$ cat src/rtl/pipe_generator.sv
// Pseudo-random obstacle column source for the game datapath.
// A small producer FSM fills a first-word-fall-through FIFO with empty
// columns (code 0) and pipe columns (gap base height from a 16-bit Galois
// LFSR). The consumer pops one column per scroll tick; popped pipes are
// counted, saturating at 255, for scoring.
module pipe_generator #(
    parameter int unsigned LEAD_IN = 2,         // empty columns after every restart
    parameter int unsigned SPACING = 8,         // empty columns between pipes (>=1)
    parameter int unsigned MIN_H   = 8,         // lowest pipe code
    parameter int unsigned MAX_H   = 56,        // highest pipe code
    parameter logic [15:0] SEED    = 16'hACE1,  // LFSR load value
    parameter int unsigned DEPTH   = 4          // FIFO entries, power of two
) (
    input  logic       clk,
    input  logic       resetn,
    input  logic       restart,
    input  logic       col_ready,
    output logic       col_valid,
    output logic [6:0] col_data,
    output logic [7:0] pipes_passed
);

    // ------------------------------------------------------------------
    // Derived constants
    // ------------------------------------------------------------------
    localparam int unsigned RANGE   = MAX_H - MIN_H + 1;
    localparam int unsigned PTR_W   = (DEPTH < 2) ? 1 : $clog2(DEPTH);
    localparam int unsigned CNT_W   = PTR_W + 1;
    localparam int unsigned RUN_MAX = (LEAD_IN > SPACING) ? LEAD_IN : SPACING;
    localparam int unsigned RUN_W   = (RUN_MAX < 2) ? 1 : $clog2(RUN_MAX);

    localparam logic [6:0]       RANGE_C   = 7'(RANGE);
    localparam logic [6:0]       MIN_C     = 7'(MIN_H);
    localparam logic [CNT_W-1:0] DEPTH_C   = CNT_W'(DEPTH);
    localparam logic [RUN_W-1:0] LEAD_LAST = RUN_W'((LEAD_IN > 0) ? LEAD_IN - 1 : 0);
    localparam logic [RUN_W-1:0] GAP_LAST  = RUN_W'(SPACING - 1);

    // An all-zero seed would lock the LFSR at zero forever.
    localparam logic [15:0] SEED_EFF = (SEED == 16'h0000) ? 16'h0001 : SEED;
    localparam logic [15:0] LFSR_TAPS = 16'hB400;

    // ------------------------------------------------------------------
    // Producer FSM types
    // ------------------------------------------------------------------
    typedef enum logic [1:0] {
        S_LEAD = 2'd0,
        S_PIPE = 2'd1,
        S_GAP  = 2'd2
    } state_t;

    localparam state_t START_STATE = (LEAD_IN == 0) ? S_PIPE : S_LEAD;

    // ------------------------------------------------------------------
    // Signals
    // ------------------------------------------------------------------
    state_t           state_q, state_d;
    logic [RUN_W-1:0] run_q, run_d;
    logic [15:0]      lfsr_q, lfsr_d;
    logic [15:0]      lfsr_step;

    logic [5:0]       raw;
    logic [6:0]       raw_ext;
    logic [6:0]       pipe_code;
    logic [6:0]       push_data;

    logic [CNT_W-1:0] count_q;
    logic [PTR_W-1:0] wr_ptr_q;
    logic [PTR_W-1:0] rd_ptr_q;
    logic [6:0]       mem_q [DEPTH];

    logic             push;
    logic             pop;
    logic [6:0]       head;

    // ------------------------------------------------------------------
    // Handshake decode
    // ------------------------------------------------------------------
    // Push is decided on the registered (pre-pop) count, so a full FIFO
    // being popped refills one cycle later rather than in the same cycle.
    assign push      = ~restart & (count_q < DEPTH_C);
    assign col_valid = (count_q != '0);
    assign pop       = col_valid & col_ready & ~restart;

    // FWFT head straight from storage; forced to zero while empty so stale
    // storage never leaks onto the bus.
    assign head     = mem_q[rd_ptr_q];
    assign col_data = col_valid ? head : 7'd0;

    // ------------------------------------------------------------------
    // Pipe code and LFSR step
    // ------------------------------------------------------------------
    // Fold the 6-bit raw value into [0, RANGE) with one conditional subtract;
    // valid because RANGE > 32 guarantees raw < 2*RANGE.
    assign raw       = lfsr_q[5:0];
    assign raw_ext   = {1'b0, raw};
    assign pipe_code = MIN_C + ((raw_ext >= RANGE_C) ? (raw_ext - RANGE_C) : raw_ext);
    assign lfsr_step = {1'b0, lfsr_q[15:1]} ^ (lfsr_q[0] ? LFSR_TAPS : 16'h0000);

    // ------------------------------------------------------------------
    // Producer next-state logic: advances only on a push
    // ------------------------------------------------------------------
    always_comb begin
        // NOTE: every output of this block gets a default first so that no
        // path through the case leaves a variable unassigned (no latches).
        state_d   = state_q;
        run_d     = run_q;
        lfsr_d    = lfsr_q;
        push_data = 7'd0;

        if (push) begin
            case (state_q)
                S_LEAD: begin
                    push_data = 7'd0;
                    if (run_q == LEAD_LAST) begin
                        state_d = S_PIPE;
                        run_d   = '0;
                    end else begin
                        run_d = run_q + RUN_W'(1);
                    end
                end
                S_PIPE: begin
                    push_data = pipe_code;
                    lfsr_d    = lfsr_step;
                    state_d   = S_GAP;
                    run_d     = '0;
                end
                S_GAP: begin
                    push_data = 7'd0;
                    if (run_q == GAP_LAST) begin
                        state_d = S_PIPE;
                        run_d   = '0;
                    end else begin
                        run_d = run_q + RUN_W'(1);
                    end
                end
                default: begin
                    state_d = START_STATE;
                    run_d   = '0;
                end
            endcase
        end
    end

    // Producer state, run counter and LFSR registers
    always_ff @(posedge clk or negedge resetn) begin
        // NOTE: sequential state uses non-blocking assignments so every
        // register samples pre-edge values, independent of statement order.
        if (!resetn) begin
            state_q <= START_STATE;
            run_q   <= '0;
            lfsr_q  <= SEED_EFF;
        end else if (restart) begin
            state_q <= START_STATE;
            run_q   <= '0;
            lfsr_q  <= SEED_EFF;
        end else begin
            state_q <= state_d;
            run_q   <= run_d;
            lfsr_q  <= lfsr_d;
        end
    end

    // ------------------------------------------------------------------
    // FIFO
    // ------------------------------------------------------------------
    // FIFO occupancy and pointers; restart empties the queue
    always_ff @(posedge clk or negedge resetn) begin
        if (!resetn) begin
            count_q  <= '0;
            wr_ptr_q <= '0;
            rd_ptr_q <= '0;
        end else if (restart) begin
            count_q  <= '0;
            wr_ptr_q <= '0;
            rd_ptr_q <= '0;
        end else begin
            if (push) begin
                wr_ptr_q <= wr_ptr_q + PTR_W'(1);
            end
            if (pop) begin
                rd_ptr_q <= rd_ptr_q + PTR_W'(1);
            end
            case ({push, pop})
                2'b10:   count_q <= count_q + CNT_W'(1);
                2'b01:   count_q <= count_q - CNT_W'(1);
                default: count_q <= count_q;
            endcase
        end
    end

    // FIFO storage write port
    always_ff @(posedge clk) begin
        // NOTE: storage has no reset; an entry is only ever read after it has
        // been written, and the empty-case output is gated to zero above.
        if (push) begin
            mem_q[wr_ptr_q] <= push_data;
        end
    end

    // ------------------------------------------------------------------
    // Score counter
    // ------------------------------------------------------------------
    // Count popped pipe columns, holding at the top value instead of wrapping
    always_ff @(posedge clk or negedge resetn) begin
        if (!resetn) begin
            pipes_passed <= 8'd0;
        end else if (restart) begin
            pipes_passed <= 8'd0;
        end else if (pop && (col_data != 7'd0) && (pipes_passed != 8'hFF)) begin
            pipes_passed <= pipes_passed + 8'd1;
        end
    end

endmodule

$ cat config.mk
export PLATFORM = sky130hd
export DESIGN_NAME = pipe_generator
export DESIGN_NICKNAME = d
export VERILOG_FILES = /design/src/rtl/pipe_generator.sv
export SDC_FILE = /design/constraint.sdc
export NUM_CORES = 1
export LEC_CHECK = 0
export CORE_MARGIN = 2
export CORE_UTILIZATION = 58
export CTS_CLUSTER_SIZE = 10
export DETAILED_ROUTE_END_ITERATION = 10
export PLACE_DENSITY_LB_ADDON = 0.15
export SKIP_LAST_GASP = 1
export SLEW_MARGIN = 10
export SYNTH_ARGS = -nofsm -noshare
export SYNTH_HDL_FRONTEND = slang
export SYNTH_SLANG_ARGS = --single-unit
$ cat constraint.sdc
create_clock -name clk -period 3.23 [get_ports clk]
set_clock_uncertainty 0.15 [all_clocks]
set_input_delay 0.323 -clock clk [delete_from_list [all_inputs] [get_ports clk]]
set_output_delay 0.323 -clock clk [all_outputs]
set_load 0.02 [all_outputs]
==> impl_metrics.tcl <==
set metrics [dict create \
    wl_per_cell_um 14.88 \
    r2r-start "rd_ptr_q[0]" \
    holdBufCountCts 0 \
    regToRegSetupSlack_ps 730 \
    clkTransAtPathRegs_ps 80 \
    dp_hpwl_um 3493 \
    yosys_register_bits 64 \
    grt_pass1_vias 1852 \
    nets 288 \
    dr.pass1.iters 5 \
    drv_cap 0 \
    r2r_cells 5 \
    h-tree-depth 3 \
    timing.rr.end "pipes_passed[5]" \
    routed_wl_um 5165 \
    timing_hold_violations_final 0 \
    syn_area_mm2 0.003068 \
    slew_violations 0 \
    cts.sinks 64 \
    hold_path_class "input port to asynchronous set/reset pin" \
    avgViaCountPerCell 5.545 \
    async_flop_share_pct 56.25 \
    synth_edf_count 28 \
    cts.repair.resized 0 \
    rsz0062_at_grt "false" \
    fp.dieH_um 76.73 \
    grt_pass1_wl_um 8763 \
    status "completed" \
    yosysWarningCount 0 \
    slew_headroom_pct 63.10 \
    insertion_delay_ps 350 \
    syn2layout_area_growth_pct 14.11 \
    port_buffers 19 \
    drc_errors 0 \
    numCtsBuffers 9 \
    setup_viol 0 \
    synth_nets 264 \
    ys_seq_area_share_pct 57.10 \
    tritoncts "yes" \
    boundaryPins 20 \
    criticalPathCategory "flip-flop to output port" \
    post-place-ws_ps 646.8 \
    period_minus_slack_ps 2841 \
    drive_gt1_share_pct 13.72 \
    design_area_mm2 0.003501 \
    grt_use_total_pct 19.28 \
    antenna_found_initial 0 \
    cts_buffer_depth 2 \
    routed-via-count 1924 \
    gp_congestion 0.7637 \
    tns_ps 0 \
    synth.distinct_cells 47 \
    tightest_slew_ps 551.7 \
    fp.dieArea_mm2 0.005887 \
    start_kind "flip-flop" \
    finalCritPeriodShare_pct 87.95 \
    synth_area_per_cell_um2 12.37 \
    vdd_drop_max_v 0.0004508 \
    dr.first_iter.drc_count 98 \
    die_w_um 76.73 \
    rows 26 \
    p_per_area_mw_per_mm2 646.1 \
    timing.final.ws_setup_ps 389.3 \
    core_area_mm2 0.005107 \
    arrival_ps 2370 \
    initial_utilization_pct 60.07 \
    synthCells 248 \
    placed_area_mm2 0.003337 \
    root_buffer "clkbuf_8" \
    cp_max_fo 9 \
    synth-main-ff-cell "edfxtp_1" \
    grt_max_degree 37 \
    grt_overflow 0 \
    post_cts_buffers 0 \
    layout_common_cells "dfrtp_1 (28), edfxtp_1 (28), nor2_1 (27), clkdlybuf4s50_1 (19), a21oi_1 (14)" \
    fmax_mhz 352.0 \
    worstPathRequired_ps 2760 \
    n_antenna_cell 0 \
    p_leak_nw 1.406 \
    end_kind "output port" \
    ant_nets 0 \
]
## cells in the mapped netlist, drive strengths merged (3+ instances only)
library cell  count  area share (%)
edfxtp           28              27
o22a              4             1.1
nor2             27             3.3
dfrtp            28              23
clkbuf            9             1.1
nand3             3            0.49
xor2              6             1.7
nand2            11             1.3
nor3              6            0.98
nor2b             3            0.61
dfstp             8             6.9
mux2i             4             1.3
nand2b            6             1.2
inv              11             1.3
o21ai             7             1.1
a21oi            15             2.6
ha               11             4.5
buf               3            0.65
mux2              3             1.1
and2             13             2.7
xnor2             4             1.1
a22o              6             1.7
mux4              7             5.6
## registers in the layout, indices dropped and copies added, names as in the netlist
signal,count
mem_q,28
run_q,3
wr_ptr_q,2
pipes_passed,8
lfsr_q,16
rd_ptr_q,2
state_q,2
count_q,3
## final cells by class
cell class / instances / area, um^2
Fill cell: 390 / 1607
Sequential cell: 64 / 1752
Timing Repair Buffer: 25 / 235.2
Clock inverter: 6 / 36.28
Clock buffer: 10 / 127.6
Multi-Input combinational cell: 161 / 1221
Tap cell: 70 / 87.58
Inverter: 11 / 41.29
## stage by stage
stage | hold WS, ps | instances | util, % | power, mW
after floorplan | -122.6 | 248 | - | 1.536
after global placement | 315.8 | 331 | 65.34 | 1.689
after detailed placement | 331.2 | 331 | 65.34 | 1.706
after CTS | 250.8 | 347 | 68.54 | 2.287
after global routing | 283.2 | 347 | 68.54 | 2.399
final | 227.8 | 347 | 68.54 | 2.262
## critical path: stages, from the launching register on
cell and delay (ps):
dfrtp_1 630, mux4_1 680, and2_1 190, clkdlybuf4s50_1 530
## per-layer routing
layer  wire, um  global-route usage [%]
met1       2526                   25.85
met2       2424                   29.91
met3        142                   3.765
met4         72                   10.36
met5          0                       0
## report_power, final
part / internal [mW] / switching [mW]
registers: 0.992 / 0.108
logic: 0.273 / 0.316
clock network: 0.272 / 0.300
## cells by family (layout without fill, tap and decap cells)
group	count (synthesis)	count (layout)	synth area share [%]
buffers and inverters	23	52	3.099
AO/OA/AOI/OAI	47	47	10.73
AND/OR/NAND/NOR	78	78	13.05
multiplexers	14	14	8.034
adder cells (fa/ha/maj)	12	12	5.139
XOR/XNOR	10	10	2.855
flip-flops	64	64	57.10
## how the worst max path moves through the flow
stage,startpoint,end,slack [ps],cells past startpoint
floorplan,restart,count_q[1],870,8
global placement,col_ready,pipes_passed[5],650,6
detailed placement,col_ready,pipes_passed[5],650,6
CTS,rd_ptr_q[0],col_data[1],360,3
global route,rd_ptr_q[0],col_data[1],280,3
finish,rd_ptr_q[0],col_data[1],390,3
Power figures use the tool's default switching activity.
